--- config.mk ---
export PLATFORM = sky130hd
export DESIGN_NAME = veggie_motion
export DESIGN_NICKNAME = d
export VERILOG_FILES = /design/src/rtl/veggie_motion.sv
export SDC_FILE = /design/constraint.sdc
export NUM_CORES = 1
export LEC_CHECK = 0
export ABC_AREA = 1
export BUFFER_PORTS_ARGS = -buffer_cell sky130_fd_sc_hd__buf_2
export CAP_MARGIN = 20
export CORE_UTILIZATION = 43
export DETAILED_ROUTE_END_ITERATION = 8
export GPL_ROUTABILITY_DRIVEN = 0
export GPL_TIMING_DRIVEN = 0
export REMOVE_ABC_BUFFERS = 1
export SYNTH_ARGS = -nofsm -noshare
export SYNTH_HDL_FRONTEND = slang
export SYNTH_SLANG_ARGS = --single-unit
--- constraint.sdc ---
create_clock -name clk_in -period 5.7 [get_ports clk_in]
set_input_delay 0.285 -clock clk_in [delete_from_list [all_inputs] [get_ports clk_in]]
set_output_delay 0.285 -clock clk_in [all_outputs]
set_load 0.05 [all_outputs]
--- src/rtl/veggie_motion.sv ---
// veggie_motion: per-frame motion and life-cycle controller for one veggie sprite.
// Launches from a random point on the bottom edge, integrates a parabolic flight
// one step per frame, bounces off the side walls, latches the split event and
// pulses gone_out when the veggie falls out of the bottom of the screen.
// Optional feature macro: VEGGIE_SPLIT_KICK_EN (split stops the rise and flips vx).
// Handshake note: there is no valid/ready traffic here; frame_done_in and split_in
// are single-cycle strobes sampled on the rising clock edge, and every output is
// driven from registered state, so a change shows one cycle after the strobe edge.
module veggie_motion #(
   parameter int SCREEN_W       = 1024,
   parameter int SCREEN_H       = 768,
   parameter int SPRITE_HALF    = 64,
   parameter int GRAVITY        = 1,
   parameter int VY_LAUNCH_MIN  = 16,
   parameter int VY_MAX         = 31,
   parameter int RESPAWN_FRAMES = 30
) (
   input  logic              clk_in,
   input  logic              rst_in,
   input  logic              frame_done_in,
   input  logic              enable_in,
   input  logic [15:0]       random_in,
   input  logic              split_in,
   output logic [10:0]       x_out,
   output logic [9:0]        y_out,
   output logic              active_out,
   output logic              split_out,
   output logic              gone_out,
   output logic [1:0]        state_dbg_out,
   output logic signed [4:0] vx_dbg_out,
   output logic signed [6:0] vy_dbg_out
);

   localparam int CNT_W = $clog2(RESPAWN_FRAMES);

   localparam logic signed [12:0] X_MIN     = 13'(SPRITE_HALF);
   localparam logic signed [12:0] X_MAX     = 13'(SCREEN_W - SPRITE_HALF);
   localparam logic signed [11:0] Y_EXIT    = 12'(SCREEN_H + SPRITE_HALF);
   localparam logic signed [11:0] Y_START   = 12'(SCREEN_H - 1);
   localparam logic signed [11:0] Y_CLAMP   = 12'sd1023;
   localparam logic signed [6:0]  VY_MAX_S  = 7'(VY_MAX);
   localparam logic signed [6:0]  GRAV_S    = 7'(GRAVITY);
   localparam logic [10:0]        X_RESET   = 11'(SCREEN_W / 2);
   localparam logic [10:0]        X_LAUNCH  = 11'(2 * SPRITE_HALF);
   localparam logic [6:0]         VY_L_MIN  = 7'(VY_LAUNCH_MIN);
   localparam logic [CNT_W-1:0]   CNT_RELOAD = CNT_W'(RESPAWN_FRAMES - 1);

   typedef enum logic [1:0] {
      ST_WAIT   = 2'd0,
      ST_LAUNCH = 2'd1,
      ST_FLY    = 2'd2
   } state_t;

   state_t                state_q, state_d;
   logic [CNT_W-1:0]      cnt_q, cnt_d;
   logic [10:0]           x_q, x_d;
   logic signed [11:0]    y_q, y_d;
   logic signed [4:0]     vx_q, vx_d;
   logic signed [6:0]     vy_q, vy_d;
   logic                  split_q, split_d;
   logic                  gone_q, gone_d;

   logic signed [12:0]    x_sum;
   logic signed [11:0]    y_sum;
   logic signed [6:0]     vy_grav;
   logic                  exit_hit;
   logic                  split_take;

   // vx lives in -8..7, so the reflection of -8 is pinned to +7 to stay in range.
   function automatic logic signed [4:0] neg_vx(input logic signed [4:0] v);
      if (v == -5'sd8) begin
         neg_vx = 5'sd7;
      end else begin
         neg_vx = -v;
      end
   endfunction

   // Candidate next-frame position, gravity step and exit test, all from old values.
   always_comb begin
      x_sum    = $signed({2'b00, x_q}) + $signed({{8{vx_q[4]}}, vx_q});
      y_sum    = y_q + $signed({{5{vy_q[6]}}, vy_q});
      vy_grav  = (vy_q >= VY_MAX_S) ? VY_MAX_S : vy_q + GRAV_S;
      exit_hit = (vy_q > 7'sd0) && (y_sum >= Y_EXIT);
   end

   // State register and datapath registers.
   always_ff @(posedge clk_in or posedge rst_in) begin
      if (rst_in) begin
         state_q <= ST_WAIT;
         cnt_q   <= '0;
         x_q     <= X_RESET;
         y_q     <= Y_START;
         vx_q    <= '0;
         vy_q    <= '0;
         split_q <= 1'b0;
         gone_q  <= 1'b0;
      end else begin
         state_q <= state_d;
         cnt_q   <= cnt_d;
         x_q     <= x_d;
         y_q     <= y_d;
         vx_q    <= vx_d;
         vy_q    <= vy_d;
         split_q <= split_d;
         gone_q  <= gone_d;
      end
   end

   // Next-state logic: respawn countdown, launch, flight integration, bounce, exit, split.
   always_comb begin
      state_d    = state_q;
      cnt_d      = cnt_q;
      x_d        = x_q;
      y_d        = y_q;
      vx_d       = vx_q;
      vy_d       = vy_q;
      split_d    = split_q;
      gone_d     = 1'b0;
      // Exit takes priority over a split arriving on the same frame.
      split_take = (state_q == ST_FLY) && split_in && !split_q &&
                   !(frame_done_in && exit_hit);

      case (state_q)
         ST_WAIT: begin
            if (frame_done_in && enable_in) begin
               if (cnt_q == '0) begin
                  state_d = ST_LAUNCH;
               end else begin
                  cnt_d = cnt_q - 1'b1;
               end
            end
         end

         ST_LAUNCH: begin
            x_d     = X_LAUNCH + {2'b00, random_in[8:0]};
            y_d     = Y_START;
            vx_d    = $signed({1'b0, random_in[12:9]} - 5'd8);
            vy_d    = $signed(7'd0 - (VY_L_MIN + {4'b0000, random_in[15:13]}));
            split_d = 1'b0;
            state_d = ST_FLY;
         end

         ST_FLY: begin
            if (frame_done_in) begin
               if (exit_hit) begin
                  // Position and velocity hold; only the life-cycle moves on.
                  gone_d  = 1'b1;
                  state_d = ST_WAIT;
                  cnt_d   = CNT_RELOAD;
               end else begin
                  if (x_sum < X_MIN) begin
                     x_d  = X_MIN[10:0];
                     vx_d = neg_vx(vx_q);
                  end else if (x_sum > X_MAX) begin
                     x_d  = X_MAX[10:0];
                     vx_d = neg_vx(vx_q);
                  end else begin
                     x_d = x_sum[10:0];
                  end
                  y_d  = y_sum;
                  vy_d = vy_grav;
               end
            end
         end

         default: begin
            state_d = ST_WAIT;
         end
      endcase

      // Split is layered on top of the frame step so a coincident frame uses pre-split vy.
      if (split_take) begin
         split_d = 1'b1;
`ifdef VEGGIE_SPLIT_KICK_EN
         if (vy_d < 7'sd0) begin
            vy_d = 7'sd0;
         end
         vx_d = neg_vx(vx_d);
`else
`endif
      end
   end

   // Output mapping: y is clamped into the 10-bit screen coordinate.
   always_comb begin
      if (y_q < 12'sd0) begin
         y_out = 10'd0;
      end else if (y_q > Y_CLAMP) begin
         y_out = 10'd1023;
      end else begin
         y_out = y_q[9:0];
      end
      x_out         = x_q;
      active_out    = (state_q == ST_FLY);
      split_out     = split_q;
      gone_out      = gone_q;
      state_dbg_out = state_q;
      vx_dbg_out    = vx_q;
      vy_dbg_out    = vy_q;
   end

endmodule

==> results of run 1 <==
-- timing repair --
action / CTS / global route
hold buffers: 1 / 0
setup buffers: 0 / 0
endpoints found under the hold margin: 12 / 0
-- placed cells by master (no fill, tap or decap), types with 2 or more instances in the layout --
cell      instances
nor2_1           30
nand2_2           6
ha_1             31
a31oi_1           4
xor2_1            4
nor2_2            7
nor3_1            7
o21bai_1          2
nand3_1          61
clkbuf_8          5
o21ai_2          14
o21ai_1          11
o211ai_2          2
nand4_1          13
o21ai_0           7
buf_2            58
inv_1            95
a21oi_2           5
a21oi_1          26
nand3b_1          5
xnor2_1           5
nand2_1         173
fa_1              2
a21boi_0          3
dfstp_2          10
dfrtp_1          34
o211ai_1          2
o22ai_1           3
-- registers in the layout (all words and copies together), names as in the netlist --
register	count
vx_dbg_out	5
state_dbg_out	2
split_out	1
cnt_q	5
x_out	11
gone_out	1
vy_dbg_out	7
y_q	12
-- final cells by class --
type                    count  area, um2
fillers                   913       4380
multi-input cells         430       2390
flip-flops and latches     44       1110
inverters                  96        360
repair buffers             61        335
well taps                 108        135
clock buffers               6       72.6
clock inverters             2       16.3
-- per-stage QoR --
step | util, % | area, um2
after global routing | 50.3 | 4430
final | 50.3 | 4430
after CTS | 50.3 | 4430
after global placement | 48.7 | 4290
after detailed placement | 49.1 | 4330
after floorplan | - | 3860
-- power groups by stage --
stage	logic [mW]	clock network [mW]	registers, mW
3_5_place_dp	1.11	0	0.488
4_1_cts	1.11	0.215	0.482
6_report	1.11	0.211	0.481
3_3_place_gp	1.10	0	0.485
5_1_grt	1.23	0.228	0.492
2_1_floorplan	0.792	0	0.566
-- metal layers --
layer  vias to the layer above  GRT usage, %  wire (um)  part of all wire (%)
met5                         -             0          0                     0
met2                        79          34.6       4610                    47
li1                       1996             -          -                     -
met3                         7          2.93        394                   4.0
met4                         0          4.43         86                  0.87
met1                      1789          30.5       4750                    48
-- worst max-delay path, cell delays in order (launching register included) --
cell and delay (ns):
dfrtp_1 0.41, ha_1 0.25, inv_1 0.07, fa_1 0.39, inv_1 0.12, nand3_1 0.11, nand2_1 0.17, nand2_1 0.09
nand2_1 0.06, nand2_1 0.04, nand2_1 0.09, inv_1 0.06, nand3_1 0.07, nor2_1 0.04, nor2_1 0.52, nand2_1 0.22
nand2_2 0.18, nand2_1 0.07, o21ai_1 0.08
-- cells by family after synthesis --
kind of cell / count (synthesis)
flops: 44
buf+inv: 109
fa+ha+maj: 33
simple gates: 308
xor+xnor: 9
compound gates: 80
-- worst max path at each step --
| stage | start | to | slack (ns) | cells past startpoint |
|---|---|---|---|---|
| 2_1_floorplan | state_dbg_out[1] | vx_dbg_out[4] | 1.64 | 9 |
| 6_report | vx_dbg_out[0] | vx_dbg_out[3] | 2.58 | 18 |
| 5_1_grt | vx_dbg_out[4] | vx_dbg_out[4] | 2.23 | 16 |
| 3_3_place_gp | state_dbg_out[1] | vx_dbg_out[4] | 1.44 | 9 |
| 3_5_place_dp | vx_dbg_out[0] | vx_dbg_out[3] | 2.60 | 18 |
| 4_1_cts | vx_dbg_out[0] | vx_dbg_out[3] | 2.57 | 18 |
==> results.cfg, run 1 <==
[layout]
diodes = 0
drive_above_1_share_pct = 18.3
area_growth_pct = 12.0
final_cell_count_no_fill = 747
num-nets-final = 692

[timing]
tightestPinTransition_ns = 0.868
setup_violations = 0
clock_skew_ns = 0.0138
timing.hold.ws_ns = 0.252
max_freq_mhz = 321
period_needed_ns = 3.12
tns_ns = 0
slew_headroom_pct = 42.1
drv_slew = 0
rsz0062_at_grt = no
finalHoldViolations = 0
fin_ws_ns = 2.58
fin_crit_sh_pct = 54.7

[placed_design]
dp_slack_ns = 2.60
dp.final_hpwl_um = 7610
post-place-cells = 738
portBuffers = 58

[worst_setup_path]
cp-end-kind = flop
r2r-start = vx_dbg_out[0]
rr_endpoint = vx_dbg_out[3]
cp_max_fo = 11
cp-start-kind = flop
cp.arrival_ns = 3.35
reg2reg_depth = 18
crit_type = flop to flop
r2r_slack_ns = 2.58
required_ns = 5.94

[min_path]
hold_depth = 3
hp-start = enable_in
whs_endpoint = state_dbg_out[0]
hp-class = input port to flop

[power]
vdd_drop_max_mv = 0.283
seqPwrFrac_pct = 26.7
intPower_mw = 0.835
p_sw_mw = 0.968
power.density_cell_area_mw_per_mm2 = 407
total_power_mw = 1.80
p_leak_nw = 2.50
comb_power_share_pct = 61.6
clkPwrFrac_pct = 11.7
switching_share_pct = 53.7

[yosys]
synthSimpleGateAreaFrac_pct = 34.6
ys_types = 39
netlist_area_mm2 = 0.00395
synth-main-ff-cell = dfrtp_1
yosys.area_share.adder_pct = 10.8
synth_xor_area_share_pct = 1.99
synth_top_area_share_pct = 21.5
ys_top_cells_by_count = 173 x nand2_1, 96 x inv_1, 61 x nand3_1, 34 x dfrtp_1
synth_area_leaders = dfrtp_1 22%, nand2_1 16%, ha_1 9.8%
ys_seq_area_share_pct = 28.2
async_reset_ff_share_pct = 100
yosys.cell_count.top_type = nand2_1
yosysTopAreaCell = dfrtp_1
synth_seq_cells = 44
avgSynthCellArea_um2 = 6.78
synthCells = 583
synthMuxAreaShare_pct = 0
ys_warn_count = 0
synth_top_family_by_area = simple AND/OR/NAND/NOR gates
synth-compound-area-share_pct = 13.0
synth_edf_count = 0

[routing]
drc = 2
ant_nets = 0
via_per_inst = 5.18
drt_iter0_drc = 169
firstDrtPassIters = 7
wl_per_cell_um = 13.2
wl_um = 9840
vias = 3871

[floorplan]
die_w_um = 97.9
core_mm2 = 0.00881
die_area_mm2 = 0.00958
rows = 34
die_h_um = 97.9
initial_core_util_pct = 44.9
num_io_pins = 59

[clocking]
htreeDepth = 2
insertion_delay_ns = 0.31
cts.clk_slew.worst_paths_ns = 0.10
clockBufferDepth = 2
cts_made_buffers = 5
cts_tree = built
cts.sinks = 44
cts.repair.resized = 0
cts_root_buffer = clkbuf_8

[flow_run]
drv_cap = 0

[grt]
grt_pass1_vias = 3547
grt_pass1_wl_um = 16700
antenna_found_initial = 0
grt.overflow.total = 0
globalRouteTotalUtil_pct = 21.4
grt_max_degree = 46

[run_status]
status = complete, but fails checks
violations = DRC
No activity file was read; power rests on OpenSTA's default activity.
==> run 2, diff against run 1 <==
clock period = 2.95 ns   (was 5.7 ns; I/O delays follow)
==> results.cfg, run 2 (same netlist as run 1, synthesis figures left out) <==
[grt]
grt_pass1_wl_um = 17000
grt.overflow.total = 0
grt_pass1_vias = 3573
grt_max_degree = 33
globalRouteTotalUtil_pct = 21.9
antenna_found_initial = 0

[timing]
finalHoldViolations = 0
tightestPinTransition_ns = 0.912
setup_violations = 0
timing.hold.ws_ns = 0.117
fin_ws_ns = 0.231
slew_headroom_pct = 39.1
max_freq_mhz = 368
period_needed_ns = 2.72
rsz0062_at_grt = no
fin_crit_sh_pct = 92.2
clock_skew_ns = 0.0146
drv_slew = 0

[placed_design]
portBuffers = 58
dp_slack_ns = -0.148
dpl-instance-area_mm2 = 0.00433
post-place-cells = 738
dp.final_hpwl_um = 7610

[layout]
largest_reg_flops = 12
diodes = 0
final_cell_count_no_fill = 753
largest_register = y_q
final_common_cell = nand2_1
area_growth_pct = 14.6
stdcell_area_mm2 = 0.00453
mostFrequentLayoutCells = 172 x nand2_1, 95 x inv_1, 61 x nand3_1
drive_above_1_share_pct = 20.2
num-nets-final = 698

[worst_setup_path]
crit_path_cell_trace = ha_2 > inv_1 > fa_1 > inv_1 > nand3_1 > nand2_1 > nand2_1 > nand3_1 > nand2_1 > nor2_1 > nand3_1 > nor2_2 > nor2_4 > nand2_1 > nand2_4 > nand2_1 > o21ai_1
reg2reg_depth = 17
rr_endpoint = vx_dbg_out[3]
cp.arrival_ns = 2.92
crit_path_frequent_cell = nand2_1
cp-end-kind = flop
cp-start-kind = flop
crit_buf_inv = 2
slowest_delay_ns = 0.41
critPathTopFamily = simple AND/OR/NAND/NOR gates
cp_max_fo = 8
required_ns = 3.15
crit_type = flop to flop
crit_slowest_cell = dfrtp_1
r2r-start = vx_dbg_out[0]
r2r_slack_ns = 0.23

[clocking]
cts.clk_slew.worst_paths_ns = 0.10
cts_tree = built
cts.sinks = 44
cts_made_buffers = 5
cts_root_buffer = clkbuf_8
htreeDepth = 2
clockBufferDepth = 2
insertion_delay_ns = 0.31

[routing]
vias = 3924
ant_nets = 0
wl_um = 10400
via_per_inst = 5.21
wl_per_cell_um = 13.8
firstDrtPassIters = 6
drt_iter0_drc = 168
drc = 2

[power]
power.density_cell_area_mw_per_mm2 = 775
p_leak_nw = 2.54
vdd_drop_max_mv = 0.546

[min_path]
hp-start = enable_in
hp-class = input port to flop
whs_endpoint = state_dbg_out[0]
hold_depth = 3

[floorplan]
core_mm2 = 0.00881
die_area_mm2 = 0.00958
die_h_um = 97.9
initial_core_util_pct = 44.9
num_io_pins = 59
rows = 34
die_w_um = 97.9

[run_status]
status = complete, but fails checks
violations = DRC

[flow_run]
drv_cap = 0
-- run 2: changes by cell type in the layout (fill, tap and decap cells not counted), moves of 2 or more --
cell,before,now
nand2_8,1,3
nor2_2,7,9
nor2_1,30,27
nand2_4,1,3
buf_4,0,2
nor2_4,1,3
-- run 2: cell type report --
type | count | area (um2)
Timing Repair Buffer | 63 | 350
Fill cell | 907 | 4280
Clock inverter | 2 | 16.3
Tap cell | 108 | 135
Inverter | 96 | 360
Clock buffer | 6 | 72.6
Sequential cell | 44 | 1110
Multi-Input combinational cell | 434 | 2480
-- run 2: power by group --
part	internal, mW	switching [mW]	leakage, nW
registers	0.780	0.153	0.537
logic	0.673	1.50	1.96
clock network	0.169	0.240	0.0414
total	1.62	1.89	2.54
-- run 2: how the worst max path moves through the flow --
stage,startpoint,end,slack (ns),depth (start not counted)
floorplan,state_dbg_out[1],vx_dbg_out[4],-1.11,9
global placement,state_dbg_out[1],vx_dbg_out[4],-1.31,9
detailed placement,vx_dbg_out[0],vx_dbg_out[3],-0.15,18
CTS,y_q[0],vx_dbg_out[4],0.04,16
global route,y_q[0],vy_dbg_out[6],0.02,17
finish,vx_dbg_out[0],vx_dbg_out[3],0.23,17
-- run 2: what timing repair did --
action / 4_1_cts / 5_1_grt
hold buffers: 1 / 0
setup endpoints to repair: 5 / 34
gates resized for setup: 1 / 11
buffers inserted: 0 / 2
pin swaps: 0 / 1
cloned: 1 / 3
hold endpoints to repair: 12 / 0
-- run 2: layer usage --
layer	vias to the layer above	share of wire (%)	GRT usage, %
met5	-	0	0
met4	0	0.83	4.43
met3	8	3.5	2.93
met2	79	46	35.5
met1	1831	49	31.1
li1	2006	-	-
-- run 2: tightest hold or removal path, delay by kind of cell --
family,cells,cell delay (ns)
simple gates,2,0.15
buf+inv,1,0.10
-- run 2: per-stage QoR --
stage | TNS (ns) | power, mW | utilization (%)
finish | 0 | 3.51 | 51.4
global route | 0 | 3.78 | 51.4
CTS | 0 | 3.50 | 50.4
detailed placement | -0.598 | 3.08 | 49.1
global placement | -39.98 | 3.05 | 48.7
floorplan | -33.63 | 2.62 | -
